==> config.mk <==
export PLATFORM = sky130hd
export DESIGN_NAME = imem_uart_loader
export DESIGN_NICKNAME = d
export VERILOG_FILES = /design/src/rtl/imem_uart_loader.sv
export SDC_FILE = /design/constraint.sdc
export NUM_CORES = 1
export LEC_CHECK = 0
export CAP_MARGIN = 20
export CORE_ASPECT_RATIO = 1.5
export CORE_UTILIZATION = 52
export CTS_CLUSTER_SIZE = 24
export DETAILED_ROUTE_END_ITERATION = 10
export PLACE_DENSITY = 0.76
export SLEW_MARGIN = 20
export SYNTH_ARGS = -nofsm -noshare
export SYNTH_HDL_FRONTEND = slang
export SYNTH_SLANG_ARGS = --single-unit
export TNS_END_PERCENT = 5
==> constraint.sdc <==
create_clock -name clk -period 2 [get_ports clk]
set_input_delay 0.5 -clock clk [delete_from_list [all_inputs] [get_ports clk]]
set_output_delay 0.5 -clock clk [all_outputs]
set_load 0.02 [all_outputs]
==> src/rtl/imem_uart_loader.sv <==
// ============================================================================
//  Module   : imem_uart_loader
//  Purpose  : UART boot loader; receives a length-prefixed little-endian image
//             and writes it into instruction memory while holding the core in reset.
//  Revision : 1.0
// ============================================================================
`default_nettype none

module imem_uart_loader #(
   parameter int CLKS_PER_BIT = 868,
   parameter int ADDR_W       = 8
) (
   input  logic              clk,
   input  logic              reset_n,
   input  logic              uart_rx,
   output logic              imem_we,
   output logic [ADDR_W-1:0] imem_waddr,
   output logic [31:0]       imem_wdata,
   output logic              cpu_reset_n,
   output logic              load_done,
   output logic              frame_err,
   output logic              ovf
);

   localparam int               CNT_W       = $clog2(CLKS_PER_BIT);
   localparam logic [CNT_W-1:0] C_BIT_LAST  = CNT_W'(CLKS_PER_BIT - 1);
   localparam logic [CNT_W-1:0] C_HALF_LAST = CNT_W'(CLKS_PER_BIT / 2 - 1);
   localparam logic [16:0]      C_DEPTH     = 17'(1) << ADDR_W;

   typedef enum logic [1:0] {RX_IDLE, RX_START, RX_DATA, RX_STOP} rx_state_t;
   typedef enum logic [1:0] {LD_LEN_LO, LD_LEN_HI, LD_DATA, LD_DONE} ld_state_t;

   // ---------------- RX front end ----------------
   logic             rx_meta_q, rx_sync_q, rx_prev_q;
   rx_state_t        rx_state_q, rx_state_d;
   logic [CNT_W-1:0] cnt_q, cnt_d;
   logic [2:0]       bit_idx_q, bit_idx_d;
   logic [7:0]       shift_q, shift_d;
   logic             byte_valid_q, byte_valid_d;
   logic             frame_err_q, frame_err_d;

   // Synchronizer idles high so reset release never looks like a start edge
   always_ff @(posedge clk or negedge reset_n) begin
      if (!reset_n) begin
         rx_meta_q    <= 1'b1;
         rx_sync_q    <= 1'b1;
         rx_prev_q    <= 1'b1;
         rx_state_q   <= RX_IDLE;
         cnt_q        <= '0;
         bit_idx_q    <= '0;
         shift_q      <= '0;
         byte_valid_q <= 1'b0;
         frame_err_q  <= 1'b0;
      end else begin
         rx_meta_q    <= uart_rx;
         rx_sync_q    <= rx_meta_q;
         rx_prev_q    <= rx_sync_q;
         rx_state_q   <= rx_state_d;
         cnt_q        <= cnt_d;
         bit_idx_q    <= bit_idx_d;
         shift_q      <= shift_d;
         byte_valid_q <= byte_valid_d;
         frame_err_q  <= frame_err_d;
      end
   end

   always_comb begin
      rx_state_d   = rx_state_q;
      cnt_d        = cnt_q + CNT_W'(1);
      bit_idx_d    = bit_idx_q;
      shift_d      = shift_q;
      byte_valid_d = 1'b0;
      frame_err_d  = frame_err_q;
      case (rx_state_q)
         RX_IDLE: begin
            cnt_d = '0;
            if (rx_prev_q && !rx_sync_q) rx_state_d = RX_START;
         end
         RX_START: begin
            if (cnt_q == C_HALF_LAST) begin
               cnt_d      = '0;
               bit_idx_d  = '0;
               rx_state_d = rx_sync_q ? RX_IDLE : RX_DATA;
            end
         end
         RX_DATA: begin
            if (cnt_q == C_BIT_LAST) begin
               cnt_d     = '0;
               shift_d   = {rx_sync_q, shift_q[7:1]};
               bit_idx_d = bit_idx_q + 3'd1;
               if (bit_idx_q == 3'd7) rx_state_d = RX_STOP;
            end
         end
         RX_STOP: begin
            if (cnt_q == C_BIT_LAST) begin
               cnt_d      = '0;
               rx_state_d = RX_IDLE;
               if (rx_sync_q) byte_valid_d = 1'b1;
               else           frame_err_d  = 1'b1;
            end
         end
         default: rx_state_d = RX_IDLE;
      endcase
   end

   // ---------------- Loader ----------------
   ld_state_t         ld_state_q, ld_state_d;
   logic [15:0]       count_q, count_d;
   logic [1:0]        byte_idx_q, byte_idx_d;
   logic [15:0]       word_idx_q, word_idx_d;
   logic [23:0]       word_q, word_d;
   logic              we_q, we_d;
   logic [ADDR_W-1:0] waddr_q, waddr_d;
   logic [31:0]       wdata_q, wdata_d;
   logic              last_q, last_d;
   logic              done_q, done_d;
   logic              ovf_q, ovf_d;

   always_ff @(posedge clk or negedge reset_n) begin
      if (!reset_n) begin
         ld_state_q <= LD_LEN_LO;
         count_q    <= '0;
         byte_idx_q <= '0;
         word_idx_q <= '0;
         word_q     <= '0;
         we_q       <= 1'b0;
         waddr_q    <= '0;
         wdata_q    <= '0;
         last_q     <= 1'b0;
         done_q     <= 1'b0;
         ovf_q      <= 1'b0;
      end else begin
         ld_state_q <= ld_state_d;
         count_q    <= count_d;
         byte_idx_q <= byte_idx_d;
         word_idx_q <= word_idx_d;
         word_q     <= word_d;
         we_q       <= we_d;
         waddr_q    <= waddr_d;
         wdata_q    <= wdata_d;
         last_q     <= last_d;
         done_q     <= done_d;
         ovf_q      <= ovf_d;
      end
   end

   // last_q marks the final word even when its write was suppressed, so an
   // overflowing image still completes one cycle after its last word.
   always_comb begin
      ld_state_d = ld_state_q;
      count_d    = count_q;
      byte_idx_d = byte_idx_q;
      word_idx_d = word_idx_q;
      word_d     = word_q;
      we_d       = 1'b0;
      waddr_d    = waddr_q;
      wdata_d    = wdata_q;
      last_d     = 1'b0;
      done_d     = done_q | last_q;
      ovf_d      = ovf_q;
      case (ld_state_q)
         LD_LEN_LO: begin
            if (byte_valid_q) begin
               count_d[7:0] = shift_q;
               ld_state_d   = LD_LEN_HI;
            end
         end
         LD_LEN_HI: begin
            if (byte_valid_q) begin
               count_d[15:8] = shift_q;
               byte_idx_d    = '0;
               word_idx_d    = '0;
               if ({shift_q, count_q[7:0]} == 16'd0) begin
                  ld_state_d = LD_DONE;
                  done_d     = 1'b1;
               end else begin
                  ld_state_d = LD_DATA;
               end
            end
         end
         LD_DATA: begin
            if (byte_valid_q) begin
               byte_idx_d = byte_idx_q + 2'd1;
               case (byte_idx_q)
                  2'd0: word_d[7:0]   = shift_q;
                  2'd1: word_d[15:8]  = shift_q;
                  2'd2: word_d[23:16] = shift_q;
                  default: begin
                     word_idx_d = word_idx_q + 16'd1;
                     if ({1'b0, word_idx_q} < C_DEPTH) begin
                        we_d    = 1'b1;
                        waddr_d = word_idx_q[ADDR_W-1:0];
                        wdata_d = {shift_q, word_q};
                     end else begin
                        ovf_d = 1'b1;
                     end
                     if (word_idx_q == count_q - 16'd1) begin
                        ld_state_d = LD_DONE;
                        last_d     = 1'b1;
                     end
                  end
               endcase
            end
         end
         default: ld_state_d = LD_DONE;
      endcase
   end

   assign imem_we     = we_q;
   assign imem_waddr  = waddr_q;
   assign imem_wdata  = wdata_q;
   assign load_done   = done_q;
   assign cpu_reset_n = done_q;
   assign frame_err   = frame_err_q;
   assign ovf         = ovf_q;

endmodule

`default_nettype wire
==> results.cfg <==
[clock_network]
clkSinkCount = 132
numCtsBuffers = 17
hold_buffers = 0
cts_tree = yes
worstSkewPairLatency_ns = 0.42
htree_levels = 4
clk_path_buf_depth = 2
clk_pin_slew_ns = 0.06
ctsRootBufferMaster = clkbuf_16

[synthesis]
yosysTopAreaCell = dfrtp_1
async_reset_ff_share_pct = 100
yosys_register_bits = 132
synth_ff_type = dfrtp_1
ys_types = 57
yosys.area.top_type_share_pct = 53.8
synth_enable_flop_cells = 0
syn_area_per_cell_sq_um = 12.1
synth_warnings = 0
synth_most_common_cell = dfrtp_1
ys_seq_area_share_pct = 55.1
synthesis.nets = 511
synth_cells = 497
syn_area_sq_mm = 0.00601
synth_common_cells = 129 x dfrtp_1, 79 x mux2_2, 38 x nor2_1
synthTopCellsByArea = dfrtp_1 54%, mux2_2 15%, xor2_1 3.4%, xnor2_1 3.2%, nor2_1 2.4%

[sta]
fmax_mhz = 491
finalSetupViolCount = 2
rsz0062_at_grt = yes
final.setup.worst_slack_ns = -0.0357
min_period_ns = 2.04
drv_slew = 0
slew_headroom_pct = 68.7
finalHoldViolCount = 0
fin_crit_sh_pct = 102
fin_skew_ns = 0.00867
worst_slew_pin_slew_ns = 0.470

[floorplanning]
die_w_microns = 89.7
dieArea_sq_mm = 0.0120
rows = 47
core_sq_mm = 0.0111
die_h_microns = 134
initial_core_util_pct = 54.0
io_pins = 48

[power_and_ir_drop]
power_density_mw_per_mm2 = 801
power_leakage_nw = 3.70
ir_drop_mv = 0.784

[global_route]
grt_pass1_vias = 4299
grt_util_all_layers_pct = 23.1
grt.overflow.total = 0
grt_pass1_wl_microns = 21400
antenna_found_initial = 0
grt_max_degree = 54

[detailed_routing]
drtIter0Drc = 226
vias_per_cell = 5.54
firstDrtPassIters = 6
num_vias = 4128
ant_nets = 0
drc_errors = 0
routed_wirelength_microns = 13100
wl_per_cell_microns = 17.6

[setup_path]
worstPathArrival_ns = 2.36
end_kind = flip-flop
worstPathRequired_ns = 2.32
start_kind = flip-flop
worst_path_max_delay_cell = or4b_4
worstPathCellList = inv_2, ha_4, or4b_4, nor3_4, nand4_1, a21oi_2, nand2_1, o31ai_1
crit_type = flip-flop to flip-flop
critPathMaxStageDelay_ns = 0.47
cp_max_fo = 3

[place]
gp_congestion = 0.875
dp_hpwl_microns = 9050
dpl_cell_area_sq_mm = 0.00686
placed_cells = 706
portBuffers = 47

[layout]
drive_above_1_share_pct = 30.6
insertedDiodeCount = 0
design_area_sq_mm = 0.00758
n_fill_cell = 742
syn2layout_area_growth_pct = 26.1
ff_latch_area_sq_mm = 0.00331
fin_nets = 599
final_cells = 745
multiInputGateArea_sq_mm = 0.00264

[worst_hold_path]
min_path_type = input pin to async pin

[status]
status = finished, violations left
violations = setup timing

[flow_run]
drv_cap = 0
-- cells by family after synthesis --
logic type	share of synthesized area, %
AND/OR/NAND/NOR	12.8
buffers and inverters	2.50
AO/OA/AOI/OAI	4.63
multiplexers	15.9
adder cells (fa/ha/maj)	2.29
XOR/XNOR	6.83
flip-flops	55.1
-- critical path, delay by kind of cell, from the launching register on --
kind / cells / cell delay [ns]
AOI/OAI and AO/OA: 2 / 0.37
buffers and inverters: 1 / 0.12
DFF: 1 / 0.40
adders and majority gates: 1 / 0.14
and+or+nand+nor: 4 / 0.92
-- layer usage --
metal  wire [microns]  up-vias  GRT usage, %
li1                 -     1917             -
met1             5300     2107          26.7
met2             7250       80          41.9
met3              340       24          4.68
met4              223        0          9.02
met5                0        -             0
-- state kept, by name, summed over array words and instances, names as in the netlist, 2 cells and up, named ones only --
register and flops:
shift_q 8, word_q 24, ld_state_q 2, count_q 16, imem_wdata 32, bit_idx_q 3, byte_idx_q 2, word_idx_q 16
cnt_q 10, imem_waddr 8
-- what timing repair did --
action                     in CTS  in global routing
pin swaps                       4                  9
gates resized for setup         4                 13
setup buffers                   3                  4
setup endpoints to repair       4                 12
gates cloned                    0                  0
-- power breakdown --
group	total (mW)	internal (mW)	switching, mW
combinational	0.239	0.101	0.138
sequential	2.83	2.75	0.0879
clock	2.99	1.74	1.25
total	6.07	4.59	1.48
-- final timing paths --
path,from,to,slack [ns],cells past startpoint
setup / recovery,count_q[0],ld_state_q[0],-0.04,8
hold / removal,reset_n,byte_idx_q[0],0.01,1
setup reg to reg,count_q[0],ld_state_q[0],-0.04,8
hold reg to reg,rx_meta_q,rx_sync_q,0.36,0
max in group asynchronous,reset_n,rx_prev_q,1.33,2
min in group clk,rx_meta_q,rx_sync_q,0.36,0
-- area by class of cell --
class | count | area share (%)
Multi-Input combinational cell | 330 | 34.8
Inverter | 13 | 0.644
Timing Repair Buffer | 91 | 10.9
Clock inverter | 15 | 1.95
Tap cell | 147 | 2.43
Clock buffer | 17 | 5.62
Sequential cell | 132 | 43.6
-- layout by cell type, fill, tap and decap left out, drive strengths merged, types with 17 or more instances in the layout --
| master | synthesis | final |
|---|---|---|
| buf | 9 | 45 |
| clkbuf | 13 | 17 |
| clkdlybuf4s50 | 0 | 46 |
| dfrtp | 129 | 129 |
| inv | 13 | 19 |
| mux2 | 83 | 83 |
| nand2 | 36 | 36 |
| nor2 | 38 | 38 |
| xnor2 | 23 | 23 |
| xor2 | 23 | 23 |
-- stage by stage --
stage          setup TNS (ns)  utilization (%)  hold slack (ns)  setup slack [ns]  total power, mW
3_3_place_gp          -0.0106             61.8            0.347           -0.0106             3.10
3_5_place_dp           -0.166             61.8            0.349            -0.124             3.12
5_1_grt                -0.655             68.2           0.0346            -0.137             6.28
2_1_floorplan               0                -            0.204            0.0175             3.00
4_1_cts              -0.00325             67.3           0.0175          -0.00325             6.10
6_report              -0.0427             68.2           0.0101           -0.0357             6.07
Note: power is estimated with default switching activity, not from simulation.
==> patch: new RTL, same settings <==
`ADDR_W`: 8 -> 10.
--- a/src/rtl/imem_uart_loader.sv
+++ b/src/rtl/imem_uart_loader.sv
@@ -8,7 +8,7 @@
 
 module imem_uart_loader #(
    parameter int CLKS_PER_BIT = 868,
-   parameter int ADDR_W       = 8
+   parameter int ADDR_W       = 10
 ) (
    input  logic              clk,
    input  logic              reset_n,
Ports: changed (resized imem_waddr); port bits go from 48 to 50. No check against the original RTL was run, so the function may have changed too.
==> patch against the original RTL <==
Final cell count grew 13%. Routed wire length grew 8.4%. Global-route usage grew 1.8 points. Critical path depth shrank 1. Sequential cell count grew 2. Area after synthesis grew 1.4%. Core utilization shrank 0.90 points. Count of clock-buffer cells in the layout is the same. Sequential power grew 2%. Non-clock buffer count grew 3. Total power grew 6.8%. Worst setup slack lost 0.038 ns. The flow still finishes with violations (setup timing). Final area grew 1.8%.
==> patch: results (changes against the original RTL) <==
- Worst VDD drop: 663 uV (was 784 uV)
- Final Setup Violations: 2 (unchanged)
- Sw Pwr: 1.48 mW (about the same)
- GR Util met3: 4.84% (was 4.68%)
- CP arrival: 2.41 ns (was 2.36 ns)
- Synth cell types: 60 (was 57)
- Largest net degree at the start of global routing: 55 (was 54)
- I/O Buffers: 49 (was 47)
- HPWL Detailed: 9720 microns (was 9050 microns)
- Layout area overhead: 26.8% (was 26.1%)
- Critical path's slowest cell: dfrtp_2 (was or4b_4)
- Sequential share of cell area: 43.5% (was 43.6%)
- CTS Sinks: 134 (was 132)
- Post-Syn Nets: 608 (was 511)
- Run status: complete, but fails checks (unchanged)
- Sequential share of power: 44.4% (was 46.7%)
- Max-slew headroom at the worst pin: 69.9% (was 68.7%)
- Met3 WL: 511 microns (was 340 microns)
- Failing checks: setup timing (unchanged)
- Total global-route track usage: 24.9% (was 23.1%)
- First-pass GRT wire length: 23300 microns (was 21400 microns)
- Fill cells: 825 (was 742)
- Iter 0 DRT Violations: 197 (was 226)
- ClkCell Share: 8.32% (was 7.56%)
- Worst-path maximum fanout: 6 (was 3)
- Final worst slack: -0.0739 ns (was -0.0357 ns)
- Worst slack at placement: -0.0688 ns (was -0.124 ns)
- Non-clk invs: 18 (was 13)
- Max Clock Skew: 0.00721 ns (was 0.00867 ns)
- Met2 Use GR: 45.5% (was 41.9%)
- Sequential element share of the synthesized area: 55.1% (about the same)
- WL met1: 5420 microns (was 5300 microns)
- Postcts setup bufs: 0 (was 3)
- List of most frequent post-synthesis cells: nand2_1 (170), dfrtp_1 (131), nor2_1 (35) (was dfrtp_1 (129), mux2_2 (79), nor2_1 (38))
- Pleak: 3.89 nW (was 3.70 nW)
- Core Area: 11500 sq um (was 11100 sq um)
- Placed cell area: 7010 sq um (was 6860 sq um)
- Synthesized area per cell: 10.2 sq um (was 12.1 sq um)
- Clock Power Share: 51.9% (was 49.4%)
- Drt first pass iters: 4 (was 6)
- Layout cells sized above 1: 15.7% (was 30.6%)
- TNS Setup: -0.145 ns (was -0.0427 ns)
- Vias: 4607 (was 4128)
- Non-clk buf share: 11.2% (was 10.9%)
patch: cell types whose count changed after synthesis, sizes merged, moves of 4 or more:
cell / delta
clkbuf: +10
o21ai: +4
inv: +5
xor2: -6
mux2: -43
nand2: +135
buf: -5
patch: cell families (layout without fill, tap and decap cells):
kind of cell | after synthesis | count (layout) | share of synthesized area [%]
simple gates | 270 | 270 | 20.2
flops | 134 | 134 | 55.1
compound gates | 52 | 52 | 5.84
buf+inv | 45 | 144 | 3.00
mux | 43 | 43 | 7.89
xor+xnor | 39 | 39 | 5.61
fa+ha+maj | 11 | 11 | 2.26
patch: final timing paths:
check                           start              to  slack, ns  cells past startpoint
max in group asynchronous     reset_n       rx_prev_q       1.28                      2
min in group clk            rx_meta_q       rx_sync_q       0.36                      0
hold / removal                reset_n  imem_wdata[31]       0.03                      1
setup / recovery           count_q[5]   ld_state_q[0]      -0.07                      7
setup reg to reg           count_q[5]   ld_state_q[0]      -0.07                      7
hold reg to reg             rx_meta_q       rx_sync_q       0.36                      0
